`src/rtl/uart_pkg.sv`:
```
// Shared UART definitions: oversampling constants and the deframer state encoding.
// Used by uart_rx, uart_tx and baud_clk_gen.
package uart_pkg;

  localparam int OVERSAMPLE = 16;
  localparam int SCNT_W     = $clog2(OVERSAMPLE);

  localparam logic [SCNT_W-1:0] MID_SAMPLE  = SCNT_W'(7);
  localparam logic [SCNT_W-1:0] LAST_SAMPLE = SCNT_W'(15);

  typedef enum logic [2:0] {
    ST_IDLE   = 3'd0,
    ST_START  = 3'd1,
    ST_DATA   = 3'd2,
    ST_PARITY = 3'd3,
    ST_STOP   = 3'd4
  } uart_state_e;

endpackage

```
`src/rtl/uart_rx_if.sv`:
```
// Signal bundle between the RX pad / uart_regs side (master) and the uart_rx deframer (slave).
interface uart_rx_if;
  import uart_pkg::*;

  logic        RX;
  logic        rx_sample_pulse;
  logic        data_bits;
  logic        parity_en;
  logic        parity_odd0_even1;
  logic        rx_data_reg_rd;

  // rx_ready = 1 means rx_data holds an unread byte; a one-cycle rx_data_reg_rd
  // consumes it. A frame finishing while unread and unconsumed sets overflow.
  logic [7:0]  rx_data;
  logic        rx_ready;
  logic        parity_err;
  logic        framing_err;
  logic        overflow;
  logic        rx_busy;
  uart_state_e dbg_state;

  modport master (
    output RX, rx_sample_pulse, data_bits, parity_en, parity_odd0_even1, rx_data_reg_rd,
    input  rx_data, rx_ready, parity_err, framing_err, overflow, rx_busy, dbg_state
  );

  modport slave (
    input  RX, rx_sample_pulse, data_bits, parity_en, parity_odd0_even1, rx_data_reg_rd,
    output rx_data, rx_ready, parity_err, framing_err, overflow, rx_busy, dbg_state
  );

endinterface

```
`src/rtl/uart_rx_sync.sv`:
```
// Two-flop synchronizer for an asynchronous level input; both flops reset to 1
// so an idle-high line never glitches low out of reset.
module uart_rx_sync (
  input  logic i_clk,
  input  logic i_rst,
  input  logic i_async,
  output logic o_sync
);

  logic r_meta;
  logic r_sync;

  always_ff @(posedge i_clk) begin
    if (i_rst) begin
      r_meta <= 1'b1;
      r_sync <= 1'b1;
    end else begin
      r_meta <= i_async;
      r_sync <= r_meta;
    end
  end

  assign o_sync = r_sync;

endmodule

```
`src/rtl/uart_rx.sv`:
```
// UART receive deframer: 16x oversampled start/data/parity/stop decoding with
// byte hand-off status (ready, parity/framing error, sticky overflow).
module uart_rx
  import uart_pkg::*;
(
  input  logic       ACLK,
  input  logic       ARESET,
  uart_rx_if.slave   bus
);

  logic              w_rxs;
  logic              w_pulse;
  uart_state_e       r_state;
  uart_state_e       w_state_next;
  logic [SCNT_W-1:0] r_scnt;
  logic [2:0]        r_bcnt;
  logic [7:0]        r_shift;
  logic              r_cfg_8bit;
  logic              r_cfg_par_en;
  logic              r_cfg_even;
  logic              r_par_bit;
  logic [7:0]        r_rx_data;
  logic              r_rx_ready;
  logic              r_perr;
  logic              r_ferr;
  logic              r_ovf;

  logic w_latch_cfg, w_scnt_clr, w_bcnt_clr, w_bcnt_inc, w_shift_en, w_par_cap, w_complete;
  logic       w_last_bit;
  logic [7:0] w_frame_data;
  logic       w_frame_perr;

  uart_rx_sync u_sync (
    .i_clk   (ACLK),
    .i_rst   (ARESET),
    .i_async (bus.RX),
    .o_sync  (w_rxs)
  );

  assign w_pulse    = bus.rx_sample_pulse;
  assign w_last_bit = (r_bcnt == (r_cfg_8bit ? 3'd7 : 3'd6));

  always_ff @(posedge ACLK) begin
    if (ARESET) r_state <= ST_IDLE;
    else        r_state <= w_state_next;
  end

  always_comb begin
    w_state_next = r_state;
    w_latch_cfg  = 1'b0;
    w_scnt_clr   = 1'b0;
    w_bcnt_clr   = 1'b0;
    w_bcnt_inc   = 1'b0;
    w_shift_en   = 1'b0;
    w_par_cap    = 1'b0;
    w_complete   = 1'b0;
    if (w_pulse) begin
      case (r_state)
        ST_IDLE: if (!w_rxs) begin
          w_latch_cfg  = 1'b1;
          w_scnt_clr   = 1'b1;
          w_state_next = ST_START;
        end
        ST_START: if (r_scnt == MID_SAMPLE) begin
          // A start bit that is high again at mid-bit was only a glitch.
          if (w_rxs) begin
            w_state_next = ST_IDLE;
          end else begin
            w_scnt_clr   = 1'b1;
            w_bcnt_clr   = 1'b1;
            w_state_next = ST_DATA;
          end
        end
        ST_DATA: if (r_scnt == LAST_SAMPLE) begin
          w_shift_en = 1'b1;
          if (w_last_bit) w_state_next = r_cfg_par_en ? ST_PARITY : ST_STOP;
          else            w_bcnt_inc   = 1'b1;
        end
        ST_PARITY: if (r_scnt == LAST_SAMPLE) begin
          w_par_cap    = 1'b1;
          w_state_next = ST_STOP;
        end
        ST_STOP: if (r_scnt == LAST_SAMPLE) begin
          w_complete   = 1'b1;
          w_state_next = ST_IDLE;
        end
        default: w_state_next = ST_IDLE;
      endcase
    end
  end

  always_ff @(posedge ACLK) begin
    if (ARESET)                           r_scnt <= '0;
    else if (w_pulse && w_scnt_clr)       r_scnt <= '0;
    else if (w_pulse && r_state != ST_IDLE) r_scnt <= r_scnt + 1'b1;
  end

  always_ff @(posedge ACLK) begin
    if (ARESET)          r_bcnt <= 3'd0;
    else if (w_bcnt_clr) r_bcnt <= 3'd0;
    else if (w_bcnt_inc) r_bcnt <= r_bcnt + 3'd1;
  end

  always_ff @(posedge ACLK) begin
    if (ARESET) begin
      r_shift   <= 8'h00;
      r_par_bit <= 1'b0;
    end else begin
      if (w_shift_en) r_shift   <= {w_rxs, r_shift[7:1]};
      if (w_par_cap)  r_par_bit <= w_rxs;
    end
  end

  always_ff @(posedge ACLK) begin
    if (ARESET) begin
      r_cfg_8bit   <= 1'b1;
      r_cfg_par_en <= 1'b0;
      r_cfg_even   <= 1'b0;
    end else if (w_latch_cfg) begin
      r_cfg_8bit   <= bus.data_bits;
      r_cfg_par_en <= bus.parity_en;
      r_cfg_even   <= bus.parity_odd0_even1;
    end
  end

  // In 7-bit mode the LSB-first shift leaves the word in bits [7:1].
  assign w_frame_data = r_cfg_8bit ? r_shift : {1'b0, r_shift[7:1]};
  assign w_frame_perr = r_cfg_par_en &
                        ((^w_frame_data ^ r_par_bit) ^ ~r_cfg_even);

  always_ff @(posedge ACLK) begin
    if (ARESET) begin
      r_rx_data  <= 8'h00;
      r_rx_ready <= 1'b0;
      r_perr     <= 1'b0;
      r_ferr     <= 1'b0;
      r_ovf      <= 1'b0;
    end else if (w_complete) begin
      if (!r_rx_ready || bus.rx_data_reg_rd) begin
        r_rx_data  <= w_frame_data;
        r_perr     <= w_frame_perr;
        r_ferr     <= ~w_rxs;
        r_rx_ready <= 1'b1;
        if (bus.rx_data_reg_rd) r_ovf <= 1'b0;
      end else begin
        r_ovf <= 1'b1;
      end
    end else if (bus.rx_data_reg_rd) begin
      r_rx_ready <= 1'b0;
      r_perr     <= 1'b0;
      r_ferr     <= 1'b0;
      r_ovf      <= 1'b0;
    end
  end

  assign bus.rx_data     = r_rx_data;
  assign bus.rx_ready    = r_rx_ready;
  assign bus.parity_err  = r_perr;
  assign bus.framing_err = r_ferr;
  assign bus.overflow    = r_ovf;
  assign bus.rx_busy     = (r_state != ST_IDLE);
  assign bus.dbg_state   = r_state;

endmodule

```
`src/flat_wrapper.sv`:
```
// flat-port wrapper written by rule: the top's interface ports become plain ports
module uart_rx_flat import uart_pkg::*;
  (ACLK, ARESET, bus_RX, bus_rx_sample_pulse, bus_data_bits, bus_parity_en, bus_parity_odd0_even1, bus_rx_data_reg_rd, bus_rx_data, bus_rx_ready, bus_parity_err, bus_framing_err, bus_overflow, bus_rx_busy, bus_dbg_state);
  uart_rx_if bus_i ();
  input  logic ACLK;
  input  logic ARESET;
  input wire logic [$bits(bus_i.RX)-1:0] bus_RX;
  input wire logic [$bits(bus_i.rx_sample_pulse)-1:0] bus_rx_sample_pulse;
  input wire logic [$bits(bus_i.data_bits)-1:0] bus_data_bits;
  input wire logic [$bits(bus_i.parity_en)-1:0] bus_parity_en;
  input wire logic [$bits(bus_i.parity_odd0_even1)-1:0] bus_parity_odd0_even1;
  input wire logic [$bits(bus_i.rx_data_reg_rd)-1:0] bus_rx_data_reg_rd;
  output wire logic [$bits(bus_i.rx_data)-1:0] bus_rx_data;
  output wire logic [$bits(bus_i.rx_ready)-1:0] bus_rx_ready;
  output wire logic [$bits(bus_i.parity_err)-1:0] bus_parity_err;
  output wire logic [$bits(bus_i.framing_err)-1:0] bus_framing_err;
  output wire logic [$bits(bus_i.overflow)-1:0] bus_overflow;
  output wire logic [$bits(bus_i.rx_busy)-1:0] bus_rx_busy;
  output wire logic [$bits(bus_i.dbg_state)-1:0] bus_dbg_state;
  assign bus_i.RX = bus_RX;
  assign bus_i.rx_sample_pulse = bus_rx_sample_pulse;
  assign bus_i.data_bits = bus_data_bits;
  assign bus_i.parity_en = bus_parity_en;
  assign bus_i.parity_odd0_even1 = bus_parity_odd0_even1;
  assign bus_i.rx_data_reg_rd = bus_rx_data_reg_rd;
  assign bus_rx_data = bus_i.rx_data;
  assign bus_rx_ready = bus_i.rx_ready;
  assign bus_parity_err = bus_i.parity_err;
  assign bus_framing_err = bus_i.framing_err;
  assign bus_overflow = bus_i.overflow;
  assign bus_rx_busy = bus_i.rx_busy;
  assign bus_dbg_state = bus_i.dbg_state;
  uart_rx u_core (.ACLK(ACLK), .ARESET(ARESET), .bus(bus_i));
endmodule
```
`config.mk`:
```
export PLATFORM = sky130hd
export DESIGN_NAME = uart_rx_flat
export DESIGN_NICKNAME = d
export VERILOG_FILES = /design/src/rtl/uart_pkg.sv /design/src/rtl/uart_rx_if.sv /design/src/rtl/uart_rx_sync.sv /design/src/rtl/uart_rx.sv /design/src/flat_wrapper.sv
export SDC_FILE = /design/constraint.sdc
export NUM_CORES = 1
export LEC_CHECK = 0
export ABC_AREA = 1
export CAP_MARGIN = 0
export CORE_MARGIN = 5
export CORE_UTILIZATION = 56
export DETAILED_ROUTE_END_ITERATION = 10
export PLACE_DENSITY_LB_ADDON = 0.08
export SLEW_MARGIN = 25
export SYNTH_ARGS = -nofsm -noshare
export SYNTH_HDL_FRONTEND = slang
export SYNTH_SLANG_ARGS = --single-unit
```
`constraint.sdc`:
```
create_clock -name ACLK -period 2.55 [get_ports ACLK]
set_clock_uncertainty 0.1 [all_clocks]
set_input_delay 0.51 -clock ACLK [delete_from_list [all_inputs] [get_ports ACLK]]
set_output_delay 0.51 -clock ACLK [all_outputs]
set_load 0.02 [all_outputs]
```
[Yosys cells after proc, flatten, opt, wreduce, memory -nomap -nowiden]
Cells that the tools add are included.
Widths: inputs -> output; s select.
Storage, ports and cells
  word-level logic and storage cells: 89
  output and inout port bits: 16
  register bits: 36
  input port bits: 8
Cells by class
  add/sub/neg operators: 2
  eq/ne operators: 14
  reduce and logical (&&, ||, !) cells: 13
  bitwise gates (word level): 5
  mux-type cells: 40
Operators by type and width (count)
  $mux 1: 29
  $mux 3: 7
  $pmux 3 s5: 1
  $ne 2x1->1 const B: 5
  $mux 8: 1
  $reduce_xor 8->1: 1
  $reduce_and 7->1: 1
  $eq 3x2->1 const B: 2
  $add 4x1->4 const B: 1
  $eq 4x3->1 const B: 1
  $eq 4x4->1 const B: 1
  $ne 2x2->1 const B: 2
  $reduce_and 2->1: 2
  $reduce_or 2->1: 2
  $add 3x1->3 const B: 1
  $eq 3x1->1 const B: 1
  $eq 3x3->1: 1
  $eq 3x3->1 const B: 1
  $logic_not 3->1: 1
  $reduce_bool 3->1: 1
  $logic_and 1x1->1: 2
  $mux 2: 1
  $not 1->1: 2
  $pmux 1 s2: 1
  other kinds (5): 6

[Logic depth before layout (Yosys ltp)]
Gate-level depths: netlist of run 1.
  depth after elaboration: 7
  depth in mapped cells: 12
  mapped depth without buffers: 12

[Hierarchy]
A second synthesis of run 1 with hierarchy kept.
Second synthesis, totals
  cell total of the unflattened synthesis: 252
  area, all modules: 1756.7 um^2
By module, submodules not included
  uart_rx: area each 1697.9 um^2, instances 1, cells an instance 245
  uart_rx_sync: area each 58.8 um^2, instances 1, cells an instance 7

[Worst setup path before layout of run 1]
OpenSTA, ideal clock, no wires.
  path type: register -> register
  start point: register u_core.r_state[1] (netlist: u_core.bus.dbg_state[1])
  end point: register u_core.r_bcnt[0]
  buffers on the path: 0
  period minus slack after synthesis: 1544 ps
  setup time: 117 ps
  data required time: 2333 ps
  data arrival time: 1327 ps
  path slack: 1006 ps
  stages on the path, launching flop included: 10
  cells stage by stage: dfxtp_1 inv_1 nor2_2 nand2_1 inv_2 nand2_2 nor2_2 inv_1 o21ai_1 a21oi_1
On the way
  longest elaborated chain between the ends: 4
  elaborated cells on any way between the ends: 7
  classes of those cells: eq/ne (2); mux (4); reduce/logical (1)
RTL lines
  from (decl): line uart_rx.sv:13  | uart_state_e r_state;
  from (signal assigned): line uart_rx.sv:45  | else r_state <= w_state_next;
  $eq 3x1->1: line uart_rx.sv:58  | case (r_state)
  $mux 1: line uart_rx.sv:58
  $mux 1: line uart_rx.sv:57  | if (w_pulse) begin
  $reduce_or 2->1 (no source line)
  to (signal assigned): line uart_rx.sv:101  | else if (w_bcnt_inc) r_bcnt <= r_bcnt + 3'd1;
  to (decl): line uart_rx.sv:16  | logic [2:0] r_bcnt;
Parallel ways exist; a longest one is shown, timed or not.
A chain may end at the register's enable or synchronous reset.

[Worst setup path after layout of run 1]
  start point: register u_core.r_state[0] (netlist: u_core.bus.dbg_state[0])
  end point: output port bus_rx_busy
On the way
  longest elaborated chain between the ends: 1
RTL lines
  $reduce_bool 3->1: line uart_rx.sv:161  | assign bus.rx_busy = (r_state != ST_IDLE);
  to (decl): line flat_wrapper.sv:18  | output wire logic [$bits(bus_i.rx_busy)-1:0] bus_rx_busy;
No other way between the ends.

==> impl_metrics.prom, run 1 <==
# TYPE chip_impl_metric gauge
chip_impl_metric{name="synthDistinctLibCells",unit=""} 31
chip_impl_metric{name="timing.max_slew.rel_slack",unit="%"} 71.1
chip_impl_metric{name="grt_pass1_vias",unit=""} 1602
chip_impl_metric{name="floorplan.io_pins",unit=""} 24
chip_impl_info{name="timing.hold.worst.class",value="reg2reg"} 1
chip_impl_info{name="worstSetupStartpointType",value="flip-flop"} 1
chip_impl_info{name="rr_endpoint",value="u_core.bus.parity_err$_SDFFE_PP0P_"} 1
chip_impl_info{name="leading_cell_types_by_total_area_after_synthesis",value="sky130_fd_sc_hd__dfxtp_1 (40%), sky130_fd_sc_hd__nand2_1 (14%), sky130_fd_sc_hd__a21oi_1 (8.5%)"} 1
chip_impl_metric{name="cell_area_after_synthesis",unit="mm²"} 0.00182
chip_impl_metric{name="synth_cells",unit=""} 263
chip_impl_metric{name="critical_path_buf_inv_count",unit=""} 2
chip_impl_metric{name="synth-edff-count",unit=""} 0
chip_impl_metric{name="detail_placement_hpwl",unit="µm"} 2800
chip_impl_metric{name="fraction_of_synthesis_flops_using_an_asynchronous_set_or_reset_pin",unit="%"} 0
chip_impl_info{name="clockRootBuffer",value="sky130_fd_sc_hd__clkbuf_4"} 1
chip_impl_metric{name="core_region_area",unit="mm²"} 0.00308
chip_impl_metric{name="grt.total_usage",unit="%"} 18.7
chip_impl_metric{name="h-tree-depth",unit=""} 2
chip_impl_metric{name="finalWorstPathRequiredPeriod",unit="ns"} 2.22
chip_impl_metric{name="wl",unit="µm"} 3710
chip_impl_metric{name="hold_violations",unit=""} 0
chip_impl_metric{name="synth_fp_nets",unit=""} 273
chip_impl_info{name="worstSetupEndpoint",value="bus_rx_busy"} 1
chip_impl_metric{name="full_die_area",unit="mm²"} 0.00450
chip_impl_metric{name="cp_data_arrival_time",unit="ns"} 1.61
chip_impl_metric{name="cts_num_sinks",unit=""} 36
chip_impl_metric{name="setup_viol_count_final",unit=""} 0
chip_impl_metric{name="cts.hold.buffers_added",unit=""} 0
chip_impl_info{name="synthTopCellsByCount",value="sky130_fd_sc_hd__nand2_1 (69), sky130_fd_sc_hd__dfxtp_1 (36), sky130_fd_sc_hd__inv_1 (33)"} 1
chip_impl_metric{name="grt_overflow_total",unit=""} 0
chip_impl_metric{name="final_max_slew_viol_count",unit=""} 0
chip_impl_metric{name="required",unit="ns"} 1.94
chip_impl_metric{name="post_dp_cell_area",unit="mm²"} 0.00208
chip_impl_metric{name="layout-drive-gt1-share",unit="%"} 10.5
chip_impl_metric{name="path_max_fanout",unit=""} 8
chip_impl_metric{name="vdd_ir_drop_max",unit="mV"} 0.343
chip_impl_metric{name="worst_slew_pin_slew",unit="ns"} 0.432
chip_impl_metric{name="floorplan.die.height",unit="µm"} 67.1
chip_impl_info{name="synthDominantAreaCellType",value="sky130_fd_sc_hd__dfxtp_1"} 1
chip_impl_metric{name="n_antenna_cell",unit=""} 0
chip_impl_info{name="crit_path_cell_trace",value="nor3_2 -> inv_2 -> clkdlybuf4s50_1"} 1
chip_impl_metric{name="synth-seq-area-share",unit="%"} 39.5
chip_impl_metric{name="detail_route.iter0.violations",unit=""} 96
chip_impl_metric{name="yosys.area.top_type_share",unit="%"} 39.5
chip_impl_metric{name="timing.final.crit_share",unit="%"} 87.0
chip_impl_metric{name="crit_cells",unit=""} 3
chip_impl_info{name="crit_family",value="buffers and inverters"} 1
chip_impl_info{name="reg2reg_from",value="u_core.r_scnt[0]$_SDFFE_PP0P_"} 1
chip_impl_metric{name="die_w",unit="µm"} 67.1
chip_impl_info{name="synth.most_common_cell",value="sky130_fd_sc_hd__nand2_1"} 1
chip_impl_metric{name="num_vias",unit=""} 1705
chip_impl_info{name="startpoint",value="u_core.bus.dbg_state[0]$_SDFFE_PP0P_"} 1
chip_impl_metric{name="r2r_cells",unit=""} 9
chip_impl_info{name="rsz0062_at_grt",value="no"} 1
chip_impl_info{name="critPathKind",value="reg2out"} 1
chip_impl_info{name="cts_tree",value="yes"} 1
chip_impl_metric{name="yosys_register_bits",unit=""} 36
chip_impl_metric{name="leakagePower",unit="nW"} 0.844
chip_impl_metric{name="placement_rows",unit=""} 20
chip_impl_metric{name="drt_first_pass_iters",unit=""} 4
chip_impl_metric{name="cts.reportedPaths.clkPinSlew",unit="ns"} 0.10
chip_impl_metric{name="starting_density",unit="%"} 59.2
chip_impl_metric{name="post_detailed_route_wirelength_per_cell",unit="µm"} 11.2
chip_impl_info{name="worst_setup_path_end_kind",value="output pin"} 1
chip_impl_metric{name="ff2ff_setup_slack",unit="ns"} 0.74
chip_impl_metric{name="post-cts-setup-buffers",unit=""} 0
chip_impl_metric{name="antenna_found_initial",unit=""} 0
chip_impl_metric{name="power",unit="µW"} 994
chip_impl_metric{name="post_synth.cell_area_avg",unit="µm²"} 6.93
chip_impl_metric{name="number_of_routed_nets_with_antenna_violations",unit=""} 0
chip_impl_metric{name="area_overhead_vs_synth",unit="%"} 16.1
chip_impl_metric{name="post-route-drc-count",unit=""} 0
chip_impl_metric{name="fillCellCount",unit=""} 285
chip_impl_info{name="synth_top_flop_cell",value="sky130_fd_sc_hd__dfxtp_1"} 1
chip_impl_metric{name="largest_net_degree_at_the_start_of_global_routing",unit=""} 18
chip_impl_metric{name="gp_routability_congestion",unit=""} 0.894
chip_impl_metric{name="clock_insertion_delay_at_the_later_pin_of_the_skew_report",unit="ns"} 0.32
chip_impl_metric{name="slowest_delay",unit="ns"} 0.54
chip_impl_metric{name="cts-root-to-sink-buffers",unit=""} 2
chip_impl_metric{name="power_density",unit="mW/mm²"} 470
chip_impl_metric{name="grt_first_pass_wirelength",unit="µm"} 6470
chip_impl_metric{name="viasPerCell",unit=""} 5.17
chip_impl_info{name="crit_path_top_delay_cell",value="sky130_fd_sc_hd__clkdlybuf4s50_1"} 1
chip_impl_metric{name="finalSetupTns",unit="ns"} 0
chip_impl_metric{name="ys_warn_count",unit=""} 0
chip_impl_info{name="run_status",value="finished clean"} 1
chip_impl_metric{name="max_freq",unit="MHz"} 451
chip_impl_metric{name="max_cap_violations",unit=""} 0
chip_impl_metric{name="placement.io_buffers",unit=""} 23
chip_impl_metric{name="postLayoutCellArea",unit="mm²"} 0.00212
chip_impl_metric{name="timing.hold.ws",unit="ns"} 0.334
chip_impl_metric{name="finalNetCount",unit=""} 298
chip_impl_metric{name="cts_repair_resize_count",unit=""} 0
chip_impl_metric{name="numCtsBuffers",unit=""} 5
-- flip-flops by register name, indices dropped and copies added (netlist names), 3 cells and up --
name                  cells
u_core.r_shift            8
u_core.r_bcnt             3
u_core.r_scnt             4
u_core.bus.rx_data        8
u_core.bus.dbg_state      3
-- worst min path at each step --
stage / startpoint / to / slack (ns) / cells after the start
after floorplan: u_core.u_sync.r_meta$_SDFF_PP1_ / u_core.u_sync.o_sync$_SDFF_PP1_ / 0.29 / 1
after global placement: u_core.u_sync.r_meta$_SDFF_PP1_ / u_core.u_sync.o_sync$_SDFF_PP1_ / 0.30 / 1
after detailed placement: u_core.u_sync.r_meta$_SDFF_PP1_ / u_core.u_sync.o_sync$_SDFF_PP1_ / 0.31 / 1
after CTS: u_core.u_sync.r_meta$_SDFF_PP1_ / u_core.u_sync.o_sync$_SDFF_PP1_ / 0.34 / 1
after global routing: u_core.u_sync.r_meta$_SDFF_PP1_ / u_core.u_sync.o_sync$_SDFF_PP1_ / 0.35 / 1
final: u_core.u_sync.r_meta$_SDFF_PP1_ / u_core.u_sync.o_sync$_SDFF_PP1_ / 0.33 / 1
-- through the flow --
step	worst slack [ns]	cells	util (%)
2_1_floorplan	1.01	263	-
3_3_place_gp	0.449	325	67.5
3_5_place_dp	0.399	325	67.5
4_1_cts	0.307	330	68.7
5_1_grt	0.202	330	68.7
6_report	0.331	330	68.7
-- layer usage --
layer,global-route usage (%),up-vias,wire [µm]
met4,9.62,0,82
li1,-,901,-
met1,20.8,748,1650
met5,0,-,0
met3,6.41,10,182
met2,31.3,46,1790
-- cells in the final DEF, fill, tap and decap left out --
cell type,count
sky130_fd_sc_hd__nor3_1,1
sky130_fd_sc_hd__nor2_4,2
sky130_fd_sc_hd__nand2_2,1
sky130_fd_sc_hd__o21ai_2,1
sky130_fd_sc_hd__ha_1,2
sky130_fd_sc_hd__nand3_1,21
sky130_fd_sc_hd__o22ai_1,2
sky130_fd_sc_hd__and3_1,1
sky130_fd_sc_hd__nor3_2,2
sky130_fd_sc_hd__nor2_1,7
sky130_fd_sc_hd__a21oi_1,31
sky130_fd_sc_hd__clkbuf_4,5
sky130_fd_sc_hd__clkinv_1,1
sky130_fd_sc_hd__o21ai_0,17
sky130_fd_sc_hd__nor2_2,3
sky130_fd_sc_hd__xnor2_1,1
sky130_fd_sc_hd__inv_2,4
sky130_fd_sc_hd__nand4_1,4
sky130_fd_sc_hd__nand3b_1,1
sky130_fd_sc_hd__a21oi_2,2
sky130_fd_sc_hd__nand2_4,1
sky130_fd_sc_hd__or2_2,3
sky130_fd_sc_hd__nand3_2,3
sky130_fd_sc_hd__o21ai_1,5
sky130_fd_sc_hd__clkdlybuf4s50_1,23
sky130_fd_sc_hd__dfxtp_1,36
sky130_fd_sc_hd__inv_1,33
sky130_fd_sc_hd__nand2_1,69
sky130_fd_sc_hd__o211ai_1,1
sky130_fd_sc_hd__buf_4,3
-- cells by family after synthesis --
group	after synthesis	share of synthesized area, %
buf+inv	46	10.7
fa+ha+maj	2	1.37
simple gates	119	30.8
compound gates	59	17.1
xor+xnor	1	0.481
flops	36	39.5
-- layout make-up --
class / instances / area [µm²] / share of cell area [%]
Timing Repair Buffer: 26 / 253 / 11.9
Tap cell: 44 / 55.1 / 2.60
Sequential cell: 36 / 721 / 34.1
Clock buffer: 5 / 37.5 / 1.77
Multi-Input combinational cell: 181 / 907 / 42.9
Inverter: 38 / 143 / 6.74
-- power by group --
group	total (mW)	switching, mW	internal (mW)
combinational	0.150	0.0878	0.0624
sequential	0.588	0.0151	0.573
clock	0.255	0.163	0.0921
total	0.994	0.266	0.728
Note: power is estimated with default switching activity, not from simulation.
==> run 2, diff against run 1 <==
CORE_MARGIN = not set   (was 5)
CTS_BUF_LIST = sky130_fd_sc_hd__clkbuf_2   (was not set)
==> impl_metrics.prom, run 2 (synthesis gave the netlist of run 1 again) <==
# TYPE chip_impl_metric gauge
chip_impl_metric{name="power_density",unit="mW/mm²"} 472
chip_impl_metric{name="largest_net_degree_at_the_start_of_global_routing",unit=""} 18
chip_impl_metric{name="antenna_found_initial",unit=""} 0
chip_impl_metric{name="slowest_delay",unit="ns"} 0.54
chip_impl_info{name="holdPathEnd",value="u_core.u_sync.o_sync$_SDFF_PP1_"} 1
chip_impl_metric{name="finalWorstPathRequiredPeriod",unit="ns"} 2.29
chip_impl_metric{name="max_freq",unit="MHz"} 436
chip_impl_metric{name="cts.reportedPaths.clkPinSlew",unit="ns"} 0.18
chip_impl_metric{name="worst_slew_pin_slew",unit="ns"} 0.401
chip_impl_metric{name="power",unit="µW"} 995
chip_impl_info{name="grt.busiest_layer",value="met2"} 1
chip_impl_metric{name="layout.area.seq",unit="µm²"} 721
chip_impl_metric{name="core_region_area",unit="mm²"} 0.00308
chip_impl_metric{name="num_vias",unit=""} 1701
chip_impl_metric{name="detail_placement_hpwl",unit="µm"} 2650
chip_impl_metric{name="layout-drive-gt1-share",unit="%"} 10.8
chip_impl_metric{name="fillCellCount",unit=""} 283
chip_impl_metric{name="detail_route.iter0.violations",unit=""} 123
chip_impl_metric{name="grt_first_pass_wirelength",unit="µm"} 6130
chip_impl_metric{name="placement.io_buffers",unit=""} 23
chip_impl_metric{name="grt_overflow_total",unit=""} 0
chip_impl_info{name="worst_setup_path_end_kind",value="output pin"} 1
chip_impl_info{name="layout.cells.most_common_list",value="sky130_fd_sc_hd__nand2_1 (69), sky130_fd_sc_hd__dfxtp_1 (36), sky130_fd_sc_hd__inv_1 (33), sky130_fd_sc_hd__a21oi_1 (31), sky130_fd_sc_hd__clkdlybuf4s50_1 (23)"} 1
chip_impl_info{name="crit_path_top_delay_cell",value="sky130_fd_sc_hd__clkdlybuf4s50_1"} 1
chip_impl_metric{name="grt_pass1_vias",unit=""} 1497
chip_impl_metric{name="global_route.usage.met3",unit="%"} 6.55
chip_impl_info{name="layout_commonest_cell",value="sky130_fd_sc_hd__nand2_1"} 1
chip_impl_metric{name="cp_data_arrival_time",unit="ns"} 1.68
chip_impl_metric{name="gp_routability_congestion",unit=""} 0.829
chip_impl_metric{name="cts.hold.buffers_added",unit=""} 0
chip_impl_metric{name="numCtsBuffers",unit=""} 5
chip_impl_info{name="worstHoldStart",value="u_core.u_sync.r_meta$_SDFF_PP1_"} 1
chip_impl_metric{name="finalSetupTns",unit="ns"} 0
chip_impl_metric{name="final_max_slew_viol_count",unit=""} 0
chip_impl_metric{name="timing.hold.ws",unit="ns"} 0.348
chip_impl_metric{name="min_path_cells",unit=""} 1
chip_impl_metric{name="use_met2",unit="%"} 38.6
chip_impl_info{name="rsz0062_at_grt",value="no"} 1
chip_impl_info{name="critPathKind",value="reg2out"} 1
chip_impl_info{name="timing.hold.worst.class",value="reg2reg"} 1
chip_impl_metric{name="floorplan.io_pins",unit=""} 24
chip_impl_metric{name="post_detailed_route_wirelength_per_cell",unit="µm"} 10.9
chip_impl_metric{name="floorplan.die.height",unit="µm"} 59.1
chip_impl_metric{name="full_die_area",unit="mm²"} 0.00349
chip_impl_info{name="crit_path_cell_trace",value="nor3_2 -> inv_2 -> clkdlybuf4s50_1"} 1
chip_impl_info{name="rr_endpoint",value="u_core.bus.parity_err$_SDFFE_PP0P_"} 1
chip_impl_metric{name="area_overhead_vs_synth",unit="%"} 15.7
chip_impl_metric{name="vdd_ir_drop_max",unit="mV"} 0.346
chip_impl_metric{name="starting_density",unit="%"} 59.2
chip_impl_metric{name="clock_insertion_delay_at_the_later_pin_of_the_skew_report",unit="ns"} 0.38
chip_impl_info{name="run_status",value="finished clean"} 1
chip_impl_metric{name="grt.met1_usage",unit="%"} 27.9
chip_impl_metric{name="leakagePower",unit="nW"} 0.846
chip_impl_metric{name="max_cap_violations",unit=""} 0
chip_impl_metric{name="setup_viol_count_final",unit=""} 0
chip_impl_metric{name="n_antenna_cell",unit=""} 0
chip_impl_metric{name="drt_first_pass_iters",unit=""} 4
chip_impl_metric{name="wl",unit="µm"} 3610
chip_impl_metric{name="path_max_fanout",unit=""} 8
chip_impl_metric{name="cts_repair_resize_count",unit=""} 0
chip_impl_metric{name="cts-root-to-sink-buffers",unit=""} 2
chip_impl_info{name="reg2reg_from",value="u_core.r_scnt[0]$_SDFFE_PP0P_"} 1
chip_impl_metric{name="hold_violations",unit=""} 0
chip_impl_metric{name="die_w",unit="µm"} 59.1
chip_impl_info{name="clockRootBuffer",value="sky130_fd_sc_hd__clkbuf_2"} 1
chip_impl_metric{name="grt.total_usage",unit="%"} 23.3
chip_impl_metric{name="multi_input_gate_area_in_the_final_layout",unit="µm²"} 907
chip_impl_metric{name="r2r_cells",unit=""} 9
chip_impl_metric{name="h-tree-depth",unit=""} 2
chip_impl_metric{name="ff2ff_setup_slack",unit="ns"} 0.72
chip_impl_metric{name="viasPerCell",unit=""} 5.12
chip_impl_metric{name="placement_rows",unit=""} 20
chip_impl_metric{name="required",unit="ns"} 1.94
chip_impl_metric{name="post-cts-setup-buffers",unit=""} 0
chip_impl_metric{name="timing.max_slew.rel_slack",unit="%"} 73.2
chip_impl_info{name="worstSetupStartpointType",value="flip-flop"} 1
chip_impl_metric{name="timing.final.crit_share",unit="%"} 89.9
chip_impl_metric{name="cts_num_sinks",unit=""} 36
chip_impl_info{name="cts_tree",value="yes"} 1
chip_impl_metric{name="post-route-drc-count",unit=""} 0
chip_impl_metric{name="number_of_routed_nets_with_antenna_violations",unit=""} 0
chip_impl_metric{name="finalNetCount",unit=""} 297
## run 2: changes by cell type in the layout (fill, tap and decap cells not counted), sizes merged
cell | previous run | this run
clkbuf | 5 | 7
buf | 3 | 2
clkinv | 1 | 2
## run 2: routing by layer
layer | up-vias | part of all wire, %
li1 | 903 | -
met1 | 747 | 47
met2 | 44 | 47
met3 | 7 | 4.2
met4 | 0 | 1.6
met5 | - | 0
## run 2: where the power goes
part           switching [mW]  total (mW)  internal [mW]
Sequential             0.0153       0.590          0.575
Clock                   0.183       0.256         0.0735
Combinational          0.0874       0.149         0.0613
Total                   0.286       0.995          0.709
## run 2: per-stage QoR
stage	utilization, %	area [µm²]	worst slack (ns)	cells
floorplan	-	1820	1.01	263
global placement	67.3	2070	0.447	324
detailed placement	67.3	2070	0.395	324
CTS	68.5	2110	0.240	332
global route	68.5	2110	0.152	332
finish	68.5	2110	0.258	332
## run 2: worst max path at each step
stage                                         startpoint                            endpoint  slack [ns]  depth (start not counted)
floorplan           u_core.bus.dbg_state[1]$_SDFFE_PP0P_       u_core.r_bcnt[0]$_SDFFE_PP0P_        1.01                          9
global placement                     bus_rx_sample_pulse  u_core.bus.parity_err$_SDFFE_PP0P_        0.45                          9
detailed placement                   bus_rx_sample_pulse  u_core.bus.parity_err$_SDFFE_PP0P_        0.39                          9
CTS                 u_core.bus.dbg_state[0]$_SDFFE_PP0P_                         bus_rx_busy        0.24                          3
global route        u_core.bus.dbg_state[0]$_SDFFE_PP0P_                         bus_rx_busy        0.15                          3
finish              u_core.bus.dbg_state[0]$_SDFFE_PP0P_                         bus_rx_busy        0.26                          3
## run 2: area by class of cell
cell class	instances	share of cell area [%]
repair buffers	25	11.6
multi-input cells	181	43.0
inverters	38	6.76
clock inverters	1	0.178
clock buffers	7	1.66
well taps	44	2.61
flip-flops and latches	36	34.2
## run 2: critical path, delay by kind of cell (launching register included)
| family | cells | cell delay [ns] |
|---|---|---|
| buffers and inverters | 2 | 0.61 |
| flip-flops | 1 | 0.42 |
| AND/OR/NAND/NOR | 1 | 0.27 |
